[config.mk]
export PLATFORM = sky130hd
export DESIGN_NAME = lcd_mode_sequencer
export DESIGN_NICKNAME = d
export VERILOG_FILES = /design/src/rtl/lcd_mode_sequencer_pkg.sv /design/src/rtl/lcd_mode_sequencer_stat_irq.sv /design/src/rtl/lcd_mode_sequencer.sv
export SDC_FILE = /design/constraint.sdc
export NUM_CORES = 1
export LEC_CHECK = 0
export CAP_MARGIN = 20
export CORE_ASPECT_RATIO = 0.7
export CORE_MARGIN = 2
export CORE_UTILIZATION = 50
export CTS_CLUSTER_DIAMETER = 40
export DETAILED_ROUTE_END_ITERATION = 8
export GPL_TIMING_DRIVEN = 0
export PLACE_DENSITY = 0.78
export SYNTH_ARGS = -nofsm -noshare
export SYNTH_HDL_FRONTEND = slang
export SYNTH_HIERARCHICAL = 1
export SYNTH_SLANG_ARGS = --single-unit
[constraint.sdc]
create_clock -name clk -period 4.7 [get_ports clk]
set_clock_uncertainty 0.05 [all_clocks]
set_input_delay 0.94 -clock clk [delete_from_list [all_inputs] [get_ports clk]]
set_output_delay 0.94 -clock clk [all_outputs]
set_load 0.1 [all_outputs]
[src/rtl/lcd_mode_sequencer_pkg.sv]
// Shared video definitions: LCD mode encoding, sequencer states
// and the frame geometry constants.
package lcd_mode_sequencer_pkg;

    typedef enum logic [1:0] {
        HBLANK   = 2'd0,
        VBLANK   = 2'd1,
        OAM_SCAN = 2'd2,
        TRANSFER = 2'd3
    } lcd_mode_t;

    typedef enum logic [2:0] {
        ST_OFF,
        ST_OAM,
        ST_XFER,
        ST_HBL,
        ST_VBL
    } seq_state_t;

    localparam int DOTS_PER_LINE   = 456;
    localparam int OAM_SCAN_DOTS   = 80;
    localparam int TRANSFER_DOTS   = 172;
    localparam int LINES_PER_FRAME = 154;
    localparam int LCD_LINES       = 144;

    function automatic lcd_mode_t state_mode(input seq_state_t s);
        unique case (s)
            ST_OAM:  return OAM_SCAN;
            ST_XFER: return TRANSFER;
            ST_VBL:  return VBLANK;
            default: return HBLANK;
        endcase
    endfunction

endpackage

[src/rtl/lcd_mode_sequencer_stat_irq.sv]
// STAT interrupt source OR with rising-edge detection, so a line
// held high across consecutive sources yields a single request.
module lcd_stat_irq (
    input  logic       clk,
    input  logic       rst_n,
    input  logic       active,
    input  logic [3:0] stat_int_en,
    input  logic       coincidence,
    input  logic [1:0] mode,
    output logic       stat_irq
);
    import lcd_mode_sequencer_pkg::*;

    logic stat_line;
    logic stat_line_q;

    always_comb begin
        stat_line = active & (
            (stat_int_en[3] & coincidence) |
            (stat_int_en[2] & (mode == OAM_SCAN)) |
            (stat_int_en[1] & (mode == VBLANK)) |
            (stat_int_en[0] & (mode == HBLANK)));
    end

    always_ff @(posedge clk or negedge rst_n) begin
        if (!rst_n) begin
            stat_line_q <= 1'b0;
            stat_irq    <= 1'b0;
        end else begin
            stat_line_q <= stat_line;
            stat_irq    <= stat_line & ~stat_line_q;
        end
    end

endmodule

[src/rtl/lcd_mode_sequencer.sv]
// Dot-timing sequencer: per-line modes, LY/LYC coincidence,
// VBlank/STAT interrupt requests and CPU VRAM/OAM access grants.
module lcd_mode_sequencer #(
    parameter int DOTS_PER_LINE   = lcd_mode_sequencer_pkg::DOTS_PER_LINE,
    parameter int OAM_SCAN_DOTS   = lcd_mode_sequencer_pkg::OAM_SCAN_DOTS,
    parameter int TRANSFER_DOTS   = lcd_mode_sequencer_pkg::TRANSFER_DOTS,
    parameter int LINES_PER_FRAME = lcd_mode_sequencer_pkg::LINES_PER_FRAME
) (
    input  logic       clk,
    input  logic       rst_n,
    input  logic       dot_en,
    input  logic       lcd_enable,
    input  logic [3:0] stat_int_en,
    input  logic [7:0] lyc,
    input  logic       ly_clear,
    output logic [7:0] ly,
    output logic [8:0] dot,
    output logic [1:0] mode,
    output logic       coincidence,
    output logic       line_start,
    output logic       transfer_start,
    output logic       vblank_irq,
    output logic       stat_irq,
    output logic       cpu_oam_grant,
    output logic       cpu_vram_grant
);
    import lcd_mode_sequencer_pkg::*;

    localparam logic [8:0] DOT_LAST = 9'(DOTS_PER_LINE - 1);
    localparam logic [8:0] DOT_XFER = 9'(OAM_SCAN_DOTS);
    localparam logic [8:0] DOT_HBL  = 9'(OAM_SCAN_DOTS + TRANSFER_DOTS);
    localparam logic [7:0] LY_LAST  = 8'(LINES_PER_FRAME - 1);
    localparam logic [7:0] LY_VBL   = 8'(LCD_LINES);

    seq_state_t state, state_n;
    lcd_mode_t  mode_q, mode_n;
    logic [7:0] ly_n;
    logic [8:0] dot_n;
    logic       line_start_n;
    logic       transfer_start_n;
    logic       vblank_n;
    logic       active;

    always_comb begin
        state_n          = state;
        ly_n             = ly;
        dot_n            = dot;
        line_start_n     = 1'b0;
        transfer_start_n = 1'b0;
        vblank_n         = 1'b0;
        if (!lcd_enable) begin
            state_n = ST_OFF;
            ly_n    = 8'd0;
            dot_n   = 9'd0;
        end else if (state == ST_OFF) begin
            state_n      = ST_OAM;
            ly_n         = 8'd0;
            dot_n        = 9'd0;
            line_start_n = 1'b1;
        end else if (dot > DOT_LAST || ly > LY_LAST) begin
            state_n = ST_OFF;
            ly_n    = 8'd0;
            dot_n   = 9'd0;
        end else if (ly_clear) begin
            state_n      = ST_OAM;
            ly_n         = 8'd0;
            dot_n        = 9'd0;
            line_start_n = 1'b1;
        end else if (dot_en) begin
            if (dot == DOT_LAST) begin
                dot_n = 9'd0;
                if (ly == LY_LAST) begin
                    ly_n         = 8'd0;
                    state_n      = ST_OAM;
                    line_start_n = 1'b1;
                end else begin
                    ly_n = ly + 8'd1;
                    if (ly_n >= LY_VBL) begin
                        state_n  = ST_VBL;
                        vblank_n = (ly_n == LY_VBL);
                    end else begin
                        state_n      = ST_OAM;
                        line_start_n = 1'b1;
                    end
                end
            end else begin
                dot_n = dot + 9'd1;
                // VBlank lines stay in mode 1 for the whole line
                if (state != ST_VBL) begin
                    if (dot_n == DOT_XFER) begin
                        state_n          = ST_XFER;
                        transfer_start_n = 1'b1;
                    end else if (dot_n == DOT_HBL) begin
                        state_n = ST_HBL;
                    end
                end
            end
        end
        mode_n = state_mode(state_n);
    end

    always_ff @(posedge clk or negedge rst_n) begin
        if (!rst_n) begin
            state          <= ST_OFF;
            ly             <= 8'd0;
            dot            <= 9'd0;
            mode_q         <= HBLANK;
            coincidence    <= 1'b0;
            line_start     <= 1'b0;
            transfer_start <= 1'b0;
            vblank_irq     <= 1'b0;
            cpu_oam_grant  <= 1'b1;
            cpu_vram_grant <= 1'b1;
        end else begin
            state          <= state_n;
            ly             <= ly_n;
            dot            <= dot_n;
            mode_q         <= mode_n;
            coincidence    <= (state_n != ST_OFF) && (ly_n == lyc);
            line_start     <= line_start_n;
            transfer_start <= transfer_start_n;
            vblank_irq     <= vblank_n;
            cpu_oam_grant  <= (mode_n != OAM_SCAN) && (mode_n != TRANSFER);
            cpu_vram_grant <= (mode_n != TRANSFER);
        end
    end

    assign mode   = mode_q;
    assign active = (state != ST_OFF);

    lcd_stat_irq u_stat_irq (
        .clk         (clk),
        .rst_n       (rst_n),
        .active      (active),
        .stat_int_en (stat_int_en),
        .coincidence (coincidence),
        .mode        (mode),
        .stat_irq    (stat_irq)
    );

endmodule
# [Word-level counts from Yosys, hierarchy flattened]
# Index checks and enable logic that the tools add are counted.
[op_classes] addsub=2 n_mul=0 n_div=0 n_lt_le_gt_ge=3 n_eq_ne=15 shifts=0 mux=49 n_bitwise=10 reduce_logical=7
[op_table] op="2-to-1 mux 8 bit" count=7
[op_table] op="2-to-1 mux 9 bit" count=6
[op_table] op="2-to-1 mux 3 bit" count=11
[op_table] op="2-to-1 mux 1 bit" count=24
[op_table] op="== test 8 bit (second input constant)" count=2
[op_table] op="adder 9 x 1 -> 9 bit (second input constant)" count=1
[op_table] op="== test 9 x 7 -> 1 bit (second input constant)" count=1
[op_table] op="== test 9 x 8 -> 1 bit (second input constant)" count=1
[op_table] op="== test 9 bit (second input constant)" count=1
[op_table] op="greater-than comparator 9 bit (second input constant)" count=1
[op_table] op="adder 8 x 1 -> 8 bit (second input constant)" count=1
[op_table] op="== test 8 bit" count=1
[op_table] op=">= comparator 8 bit (second input constant)" count=1
[op_table] op="greater-than comparator 8 bit (second input constant)" count=1
[op_table] op="AND 1 bit" count=6
[op_table] op="one-hot mux 2 bit (3 select lines)" count=1
[op_table] op="nonzero test 3 bit" count=2
[op_table] op="!= test 5 x 2 -> 1 bit (second input constant)" count=1
[op_table] op="!= test 2 bit (second input constant)" count=2
[op_table] op="== test 3 x 1 -> 1 bit (second input constant)" count=1
[op_table] op="== test 3 x 2 -> 1 bit (second input constant)" count=1
[op_table] op="== test 3 bit (second input constant)" count=1
[op_table] op="zero test 3 bit" count=1
[op_table] op="!= test 3 bit (second input constant)" count=1
[op_table] op="other kinds (7)" count=10
[totals] register_bits=30 latch_bits=0 ram_bits=0 romBits=0 input_bits=17 out_inout_bits=26 wordCells=98 memories=0

# [Logic depth before layout (Yosys ltp)]
# Gate-level depths: netlist of run 1.
[logic_depth] word_depth=15 mapped_depth=10 depth_no_buf=9

# [Cells and area by module]
# Netlist of run 1, hierarchy kept.
[modules_own_cells] module="lcd_mode_sequencer" n_inst=1 cells_per_inst=218 area_per_inst_um2=1968.1 seq_area_each_um2=703.2
[modules_own_cells] module="lcd_stat_irq" n_inst=1 cells_per_inst=8 area_per_inst_um2=98.8 seq_area_each_um2=50.0

# [Worst setup path before layout of run 1]
# OpenSTA, ideal clock, no wires.
[synth_timing] kind="reg-to-reg" startpoint="register dot[1]" endpoint="register coincidence" setup_time_ns=0.095 t_arrival_ns=3.131 required_ns=4.555 setup_slack_ns=1.424 stages_incl_launch_ff=9 path_buffers=0 period_less_slack_ns=3.276 cell_sequence="dfrtp_1 -> ha_1 -> and4_2 -> nand3_4 -> or4b_1 -> a21boi_1 -> o21ai_1 -> or3b_1 -> nor4b_2"
[synth_between] elab_chain_cells=13 word_cells_on_any_way=24 cone_classes="add/sub: 1; order compare: 1; eq/ne: 4; mux: 15; reduce/logical: 3"
[synth_rtl] element="start: declaration" line_no="lcd_mode_sequencer.sv:17" rtl="output logic [8:0] dot,"
[synth_rtl] element="start signal: assignment" line_no="lcd_mode_sequencer.sv:117" rtl="dot <= dot_n;"
[synth_rtl] element="adder 9 x 1 -> 9 bit" line_no="lcd_mode_sequencer.sv:87" rtl="dot_n = dot + 9'd1;"
[synth_rtl] element="== test 9 x 8 -> 1 bit" line_no="lcd_mode_sequencer.sv:93" rtl="end else if (dot_n == DOT_HBL) begin"
[synth_rtl] element="2-to-1 mux 3 bit" line_no="lcd_mode_sequencer.sv:93"
[synth_rtl] element="2-to-1 mux 3 bit" line_no="lcd_mode_sequencer.sv:90" rtl="if (dot_n == DOT_XFER) begin"
[synth_rtl] element="2-to-1 mux 3 bit" line_no="lcd_mode_sequencer.sv:89" rtl="if (state != ST_VBL) begin"
[synth_rtl] element="2-to-1 mux 3 bit" line_no="lcd_mode_sequencer.sv:70" rtl="if (dot == DOT_LAST) begin"
[synth_rtl] element="2-to-1 mux 3 bit" line_no="lcd_mode_sequencer.sv:69" rtl="end else if (dot_en) begin"
[synth_rtl] element="2-to-1 mux 3 bit" line_no="lcd_mode_sequencer.sv:64" rtl="end else if (ly_clear) begin"
[synth_rtl] element="2-to-1 mux 3 bit" line_no="lcd_mode_sequencer.sv:60" rtl="end else if (dot > DOT_LAST || ly > LY_LAST) begin"
[synth_rtl] element="2-to-1 mux 3 bit" line_no="lcd_mode_sequencer.sv:55" rtl="end else if (state == ST_OFF) begin"
[synth_rtl] element="2-to-1 mux 3 bit" line_no="lcd_mode_sequencer.sv:51" rtl="if (!lcd_enable) begin"
[synth_rtl] element="nonzero test 3 bit" line_no="lcd_mode_sequencer.sv:119" rtl="coincidence <= (state_n != ST_OFF) && (ly_n == lyc);"
[synth_rtl] element="logical AND 1 bit *" line_no="lcd_mode_sequencer.sv:119"
[synth_rtl] element="end signal: assignment" line_no="lcd_mode_sequencer.sv:119"
[synth_rtl] element="end: declaration" line_no="lcd_mode_sequencer.sv:19" rtl="output logic coincidence,"
# Mark *: on every way between the ends. The rest lies on a longest branch, timed or not.
# A chain may end at the register's enable or synchronous reset.

# [Final worst setup path of run 1]
[layout_timing] startpoint="register ly[0]" endpoint="output ly[0]"
[layout_rtl] element="start: declaration" line_no="lcd_mode_sequencer.sv:16" rtl="output logic [7:0] ly,"
[layout_rtl] element="start signal: assignment" line_no="lcd_mode_sequencer.sv:116" rtl="ly <= ly_n;"
# No word-level cell between the ends.

==> results.py, run 1 <==
metrics = {
    "route": {
        "ant_nets": 0,
        "dr.pass1.iters": 5,
        "routed_wl_um": 5060,
        "drt-initial-drc-count": 132,
        "viasPerCell": 5.89,
        "wl_per_cell_um": 15.4,
        "num_vias": 1933,
        "drc": 0,
    },
    "clocking": {
        "root_buffer": "clkbuf_8",
        "cts_max_path_buffers": 2,
        "cts_hold_buffers": 0,
        "cts_num_sinks": 30,
        "cts_tree": "built",
        "htreeDepth": 2,
        "post_cts_buffers": 0,
        "cts_buffers": 5,
        "cts.clk_slew.worst_paths_ps": 60,
        "cts_resized": 0,
        "clock_latency_ps": 280,
    },
    "sta": {
        "max_freq_mhz": 330,
        "hold_ws_ps": 461,
        "rsz0062_at_grt": "false",
        "max-slew-margin-rel_pct": 34.7,
        "fin_crit_sh_pct": 64.5,
        "fin_tns_setup_ps": 0,
        "tightest_slew_ps": 977,
        "setup_viol": 0,
        "fin_ws_ps": 1670,
        "min_period_ps": 3030,
        "finalHoldViolations": 0,
        "final_max_slew_viol_count": 0,
    },
    "critical_path": {
        "critical_path_peak_fanout": 11,
        "worstPathArrival_ps": 2040,
        "cp_top_family": "buffers and inverters",
        "slowest_delay_ps": 1210,
        "crit_type": "reg2out",
        "cp_data_required_time_ps": 3710,
        "crit_chain": "clkdlybuf4s50_1",
        "crit_buf_inv": 1,
        "worstSetupEndpointType": "output port",
        "critical-path-slowest-cell": "clkdlybuf4s50_1",
        "start_kind": "flip-flop",
    },
    "yosys": {
        "synth_area_sq_um": 2070,
        "avgSynthCellArea_sq_um": 9.15,
        "synth_most_common_cell": "dfrtp_1",
        "ys_ff_latch": 30,
        "ys_top_cells_by_area": "dfrtp_1 (34%), ha_1 (3.6%), nand2_1 (3.6%), o21ai_0 (3.4%), nor2_1 (3.1%)",
        "synth_edf_count": 0,
        "syn_inst": 226,
        "synth_commonest_cells": "dfrtp_1 (28), nand2_1 (20), nor2_1 (17)",
        "synth_fp_nets": 249,
        "postSynth.asyncResetShare_pct": 100,
        "synth.distinct_cells": 68,
        "synth_top_area_share_pct": 33.9,
        "synthFlopType": "dfrtp_1",
        "ys_seq_area_share_pct": 36.4,
        "yosysWarnings": 6,
        "synth_largest_area_cell": "dfrtp_1",
    },
    "cells_and_area": {
        "nNetsFinal": 298,
        "drive_above_1_share_pct": 14.5,
        "n_fill_cell": 372,
        "synthToLayoutAreaGrowth_pct": 28.8,
        "diodes": 0,
        "multiInputGateArea_sq_um": 1180,
        "seqCellArea_sq_um": 753,
    },
    "power_and_ir_drop": {
        "pwr-share-clk_pct": 37.6,
        "power_w": 0.000565,
        "p_switching_w": 0.000152,
        "pwr-share-seq_pct": 47.3,
        "p_leak_nw": 1.09,
        "p_per_area_nw_per_um2": 212,
        "ir_drop_uv": 149,
        "p_int_w": 0.000413,
        "switching_share_pct": 26.8,
        "combPwrFrac_pct": 15.1,
    },
    "placed_design": {
        "hpwlAfterDp_um": 3830,
        "dp_slack_ps": 1420,
        "io_buffers": 41,
        "place_congestion": 0.897,
    },
    "grt": {
        "grt_pass1_vias": 1702,
        "grt_start_max_net_pins": 17,
        "grt_usage_pct": 22.9,
        "globalRouteOverflowTotal": 0,
        "antenna_found_initial": 0,
        "grt_first_pass_wirelength_um": 8060,
    },
    "die": {
        "rows": 19,
        "die_w_um": 80.9,
        "die_h_um": 57.8,
        "start_util_pct": 52.4,
        "core_sq_um": 3950,
        "pin_count": 43,
        "die_area_sq_um": 4670,
    },
    "status": {
        "outcome": "finished, final reports clean",
    },
    "run": {
        "drv_cap": 0,
    },
    "worst_hold_path": {
        "min_path_type": "reg2reg",
    },
}
[placed cells by master (no fill, tap or decap), drive strengths merged, types with 3 or more instances in the layout]
cell type	n
o211ai	3
clkdlybuf4s50	41
or2	3
nand3	13
nand2	20
nor2	17
nand3b	3
ha	6
nor3b	3
and4	3
o21ai	15
xnor2	7
inv	9
and3	12
o31ai	3
dfrtp	28
xor2	5
a21oi	9
clkbuf	10
nor3	7
and2	3
buf	9
or3	3
[kinds of logic (layout without fill, tap and decap cells)]
| group | after synthesis | after routing | share of synthesized area, % |
|---|---|---|---|
| AO/OA/AOI/OAI | 53 | 53 | 17.6 |
| buffers and inverters | 20 | 70 | 6.29 |
| AND/OR/NAND/NOR | 102 | 102 | 29.5 |
| adder cells (fa/ha/maj) | 6 | 6 | 3.63 |
| flip-flops | 30 | 30 | 36.4 |
| multiplexers | 3 | 3 | 1.51 |
| XOR/XNOR | 12 | 12 | 5.08 |
[path summary, 6_finish.rpt]
path / start / end / slack [ps] / cells past startpoint
min in group asynchronous: rst_n / dot[0] / 1060 / 1
max reg2reg: dot[0] / coincidence / 1780 / 8
min: u_stat_irq/stat_line_q / u_stat_irq/stat_irq / 460 / 1
max in group asynchronous: rst_n / cpu_vram_grant / 2910 / 2
max: ly[0] / ly[0] / 1670 / 1
min reg2reg: u_stat_irq/stat_line_q / u_stat_irq/stat_irq / 460 / 1
[flip-flops by register name, summed over array words and instances (netlist names)]
name / cells
coincidence: 1
cpu_oam_grant: 1
cpu_vram_grant: 1
dot: 9
line_start: 1
ly: 8
mode: 2
state: 3
transfer_start: 1
u_stat_irq/stat_irq: 1
u_stat_irq/stat_line_q: 1
vblank_irq: 1
[power groups by stage]
stage | sequential, W | combinational, W | clock, W
detailed placement | 0.000272 | 0.0000856 | 0
global placement | 0.000272 | 0.0000819 | 0
floorplan | 0.000301 | 0.0000217 | 0
CTS | 0.000268 | 0.0000859 | 0.000217
finish | 0.000268 | 0.0000854 | 0.000212
global route | 0.000268 | 0.0000907 | 0.000231
[layer usage]
| metal | global-route usage, % | share of wire [%] |
|---|---|---|
| met2 | 32.5 | 43 |
| met4 | 6.54 | 1.4 |
| met3 | 6.54 | 8.8 |
| met1 | 34.2 | 47 |
| met5 | 0 | 0 |
[area by class of cell]
class	count	area share (%)
plain buffers	11	3.62
clock buffers	7	3.24
clock inverters	1	0.188
inverters	9	1.27
multi-input cells	176	44.5
flip-flops and latches	30	28.3
well taps	52	2.44
repair buffers	42	16.5
[metrics by stage]
step / cells / instance area (sq um) / utilization [%]
finish: 328 / 2660 / 67.4
floorplan: 226 / 2070 / -
global route: 328 / 2660 / 67.4
global placement: 319 / 2540 / 64.4
detailed placement: 320 / 2570 / 65.1
CTS: 328 / 2660 / 67.4
No activity file was read; power rests on OpenSTA's default activity.
==> run 2, diff against run 1 <==
- CORE_UTILIZATION: 50 -> 46
- PLACE_DENSITY: 0.78 -> 0.76
- clock period: 4.7 -> 2.5 ns (I/O delays scaled with it)
==> run 2 against run 1 <==
Compared with the run above: the flow now finishes with violations (setup timing); core utilization decreased by 0.39 points; via count increased by 1.3%; critical path depth is 7 higher; register-to-register slack lost 1900 ps; critical endpoint is now coincidence.
==> results.py, run 2 (synthesis gave the netlist of run 1 again) <==
metrics = {
    "grt": {
        "grt_first_pass_wirelength_um": 8580,
        "globalRouteOverflowTotal": 0,
        "grt_usage_pct": 22.2,
        "antenna_found_initial": 0,
        "grt_start_max_net_pins": 18,
        "grt_pass1_vias": 1778,
    },
    "route": {
        "dr.pass1.iters": 5,
        "num_vias": 1959,
        "ant_nets": 0,
        "drc": 0,
        "drt-initial-drc-count": 152,
        "wl_per_cell_um": 15.8,
        "viasPerCell": 5.73,
        "routed_wl_um": 5390,
    },
    "sta": {
        "setup_viol": 1,
        "final_max_slew_viol_count": 0,
        "rsz0062_at_grt": "true",
        "max-slew-margin-rel_pct": 35.4,
        "fin_crit_sh_pct": 105,
        "finalHoldViolations": 0,
        "tightest_slew_ps": 966,
        "max_freq_mhz": 382,
        "min_period_ps": 2620,
        "fin_ws_ps": -116,
    },
    "critical_path": {
        "reg2reg_depth": 8,
        "worstPathArrival_ps": 2720,
        "worstSetupEndpointType": "flip-flop",
        "start_kind": "flip-flop",
        "reg2reg_to": "coincidence",
        "crit_type": "reg2reg",
        "slowest_delay_ps": 540,
        "cp_data_required_time_ps": 2610,
        "r2r_start": "ly[1]",
        "crit_chain": "buf_4 -> and3_1 -> nand3_1 -> or4b_1 -> a21boi_4 -> o21ai_1 -> or3b_4 -> nor4b_4",
        "critical-path-slowest-cell": "or4b_1",
        "rrSetupSlack_ps": -120,
        "critical_path_peak_fanout": 7,
    },
    "worst_hold_path": {
        "min_path_cells": 1,
        "hold_start": "u_stat_irq/stat_line_q",
        "min_to": "u_stat_irq/stat_irq",
        "min_path_type": "reg2reg",
    },
    "power_and_ir_drop": {
        "p_int_w": 0.000884,
        "p_switching_w": 0.000298,
        "switching_share_pct": 25.2,
        "combPwrFrac_pct": 14.2,
        "pwr-share-seq_pct": 42.6,
        "ir_drop_uv": 374,
        "p_leak_nw": 1.21,
        "pwr-share-clk_pct": 43.2,
        "p_per_area_nw_per_um2": 407,
    },
    "placed_design": {
        "place_congestion": 0.842,
        "io_buffers": 41,
        "hpwlAfterDp_um": 3780,
        "postPlaceCellArea_sq_um": 2650,
        "place_inst": 323,
    },
    "clocking": {
        "clock_latency_ps": 280,
        "root_buffer": "clkbuf_8",
        "cts_max_path_buffers": 2,
        "htreeDepth": 2,
        "cts_tree": "built",
        "cts.clk_slew.worst_paths_ps": 60,
        "cts_num_sinks": 30,
        "cts_buffers": 5,
    },
    "status": {
        "violations": "setup timing",
        "outcome": "finished with violations",
    },
    "cells_and_area": {
        "nNetsFinal": 309,
        "drive_above_1_share_pct": 28.6,
        "final_common_cell": "clkdlybuf4s50_1",
        "final_cell_mix": "clkdlybuf4s50_1 (34), nand2_1 (20), nor2_1 (16)",
        "diodes": 0,
        "largest_register": "dot",
        "final_area_sq_um": 2900,
        "synthToLayoutAreaGrowth_pct": 40.4,
        "largest_reg_flops": 9,
        "finalNonFillerCells": 342,
        "top_regs": "dot x9, ly x8, state x3",
    },
    "run": {
        "drv_cap": 0,
    },
    "die": {
        "die_area_sq_um": 5050,
        "start_util_pct": 47.7,
        "die_h_um": 60.1,
        "die_w_um": 84.1,
        "pin_count": 43,
        "core_sq_um": 4330,
        "rows": 20,
    },
}
-- run 2: cell count changes in the layout (fill, tap and decap cells not counted), sizes merged --
cell,delta
dlygate4sd2,+5
clkdlybuf4s50,-7
bufinv,+1
dlymetal6s2s,+2
buf,+11
clkinv,-1
-- run 2: layer usage --
metal | vias to the layer above | part of all wire, % | GRT usage, %
li1 | 941 | - | -
met1 | 918 | 48 | 32.2
met2 | 96 | 44 | 33.7
met3 | 4 | 8.1 | 4.83
met4 | 0 | 0.74 | 5.99
met5 | - | 0 | 0
-- run 2: critical path: cells and delay by family, from the launching register on --
kind | cells | cell delay [ps]
AOI/OAI and AO/OA | 2 | 270
buffers and inverters | 1 | 150
DFF | 1 | 430
and+or+nand+nor | 5 | 1600
-- run 2: power by group through the flow --
| stage | combinational, W | sequential [W] | clock, W |
|---|---|---|---|
| 6_report | 0.000168 | 0.000503 | 0.000510 |
| 5_1_grt | 0.000177 | 0.000504 | 0.000542 |
| 4_1_cts | 0.000166 | 0.000503 | 0.000517 |
| 3_5_place_dp | 0.000163 | 0.000513 | 0 |
| 3_3_place_gp | 0.000156 | 0.000512 | 0 |
| 2_1_floorplan | 0.0000415 | 0.000567 | 0 |
-- run 2: area by class of cell --
| type | count | area, sq um |
|---|---|---|
| Timing Repair Buffer | 56 | 542 |
| Clock buffer | 7 | 86.3 |
| Clock inverter | 1 | 30.0 |
| Multi-Input combinational cell | 176 | 1270 |
| Fill cell | 359 | 1430 |
| Sequential cell | 30 | 792 |
| Tap cell | 55 | 68.8 |
| Buffer | 8 | 78.8 |
| Inverter | 9 | 33.8 |
-- run 2: worst max-delay path by stage --
stage | startpoint | endpoint | slack (ps)
after floorplan | dot[4] | coincidence | -220
after global placement | dot[4] | coincidence | -280
after detailed placement | lcd_enable | coincidence | -340
after CTS | dot[3] | coincidence | -150
after global routing | ly[2] | coincidence | -190
final | ly[1] | coincidence | -120
-- run 2: stage by stage --
step           setup TNS [ps]  hold WS [ps]  utilization, %  setup WS (ps)  power (W)
3_5_place_dp             -717           457            61.2           -339   0.000676
6_report                 -116           462            67.1           -116    0.00118
4_1_cts                  -150           465            65.8           -150    0.00119
5_1_grt                  -332           475            67.1           -194    0.00122
3_3_place_gp             -484           457            60.5           -280   0.000668
2_1_floorplan            -251           154               -           -216   0.000609
-- run 2: repair_timing --
item,4_1_cts,5_1_grt
pin swaps,7,7
gates resized for setup,12,15
setup endpoints to repair,3,13
cloned,0,0
endpoints found under the hold margin,0,0
hold buffers,0,0
buffers inserted,13,1
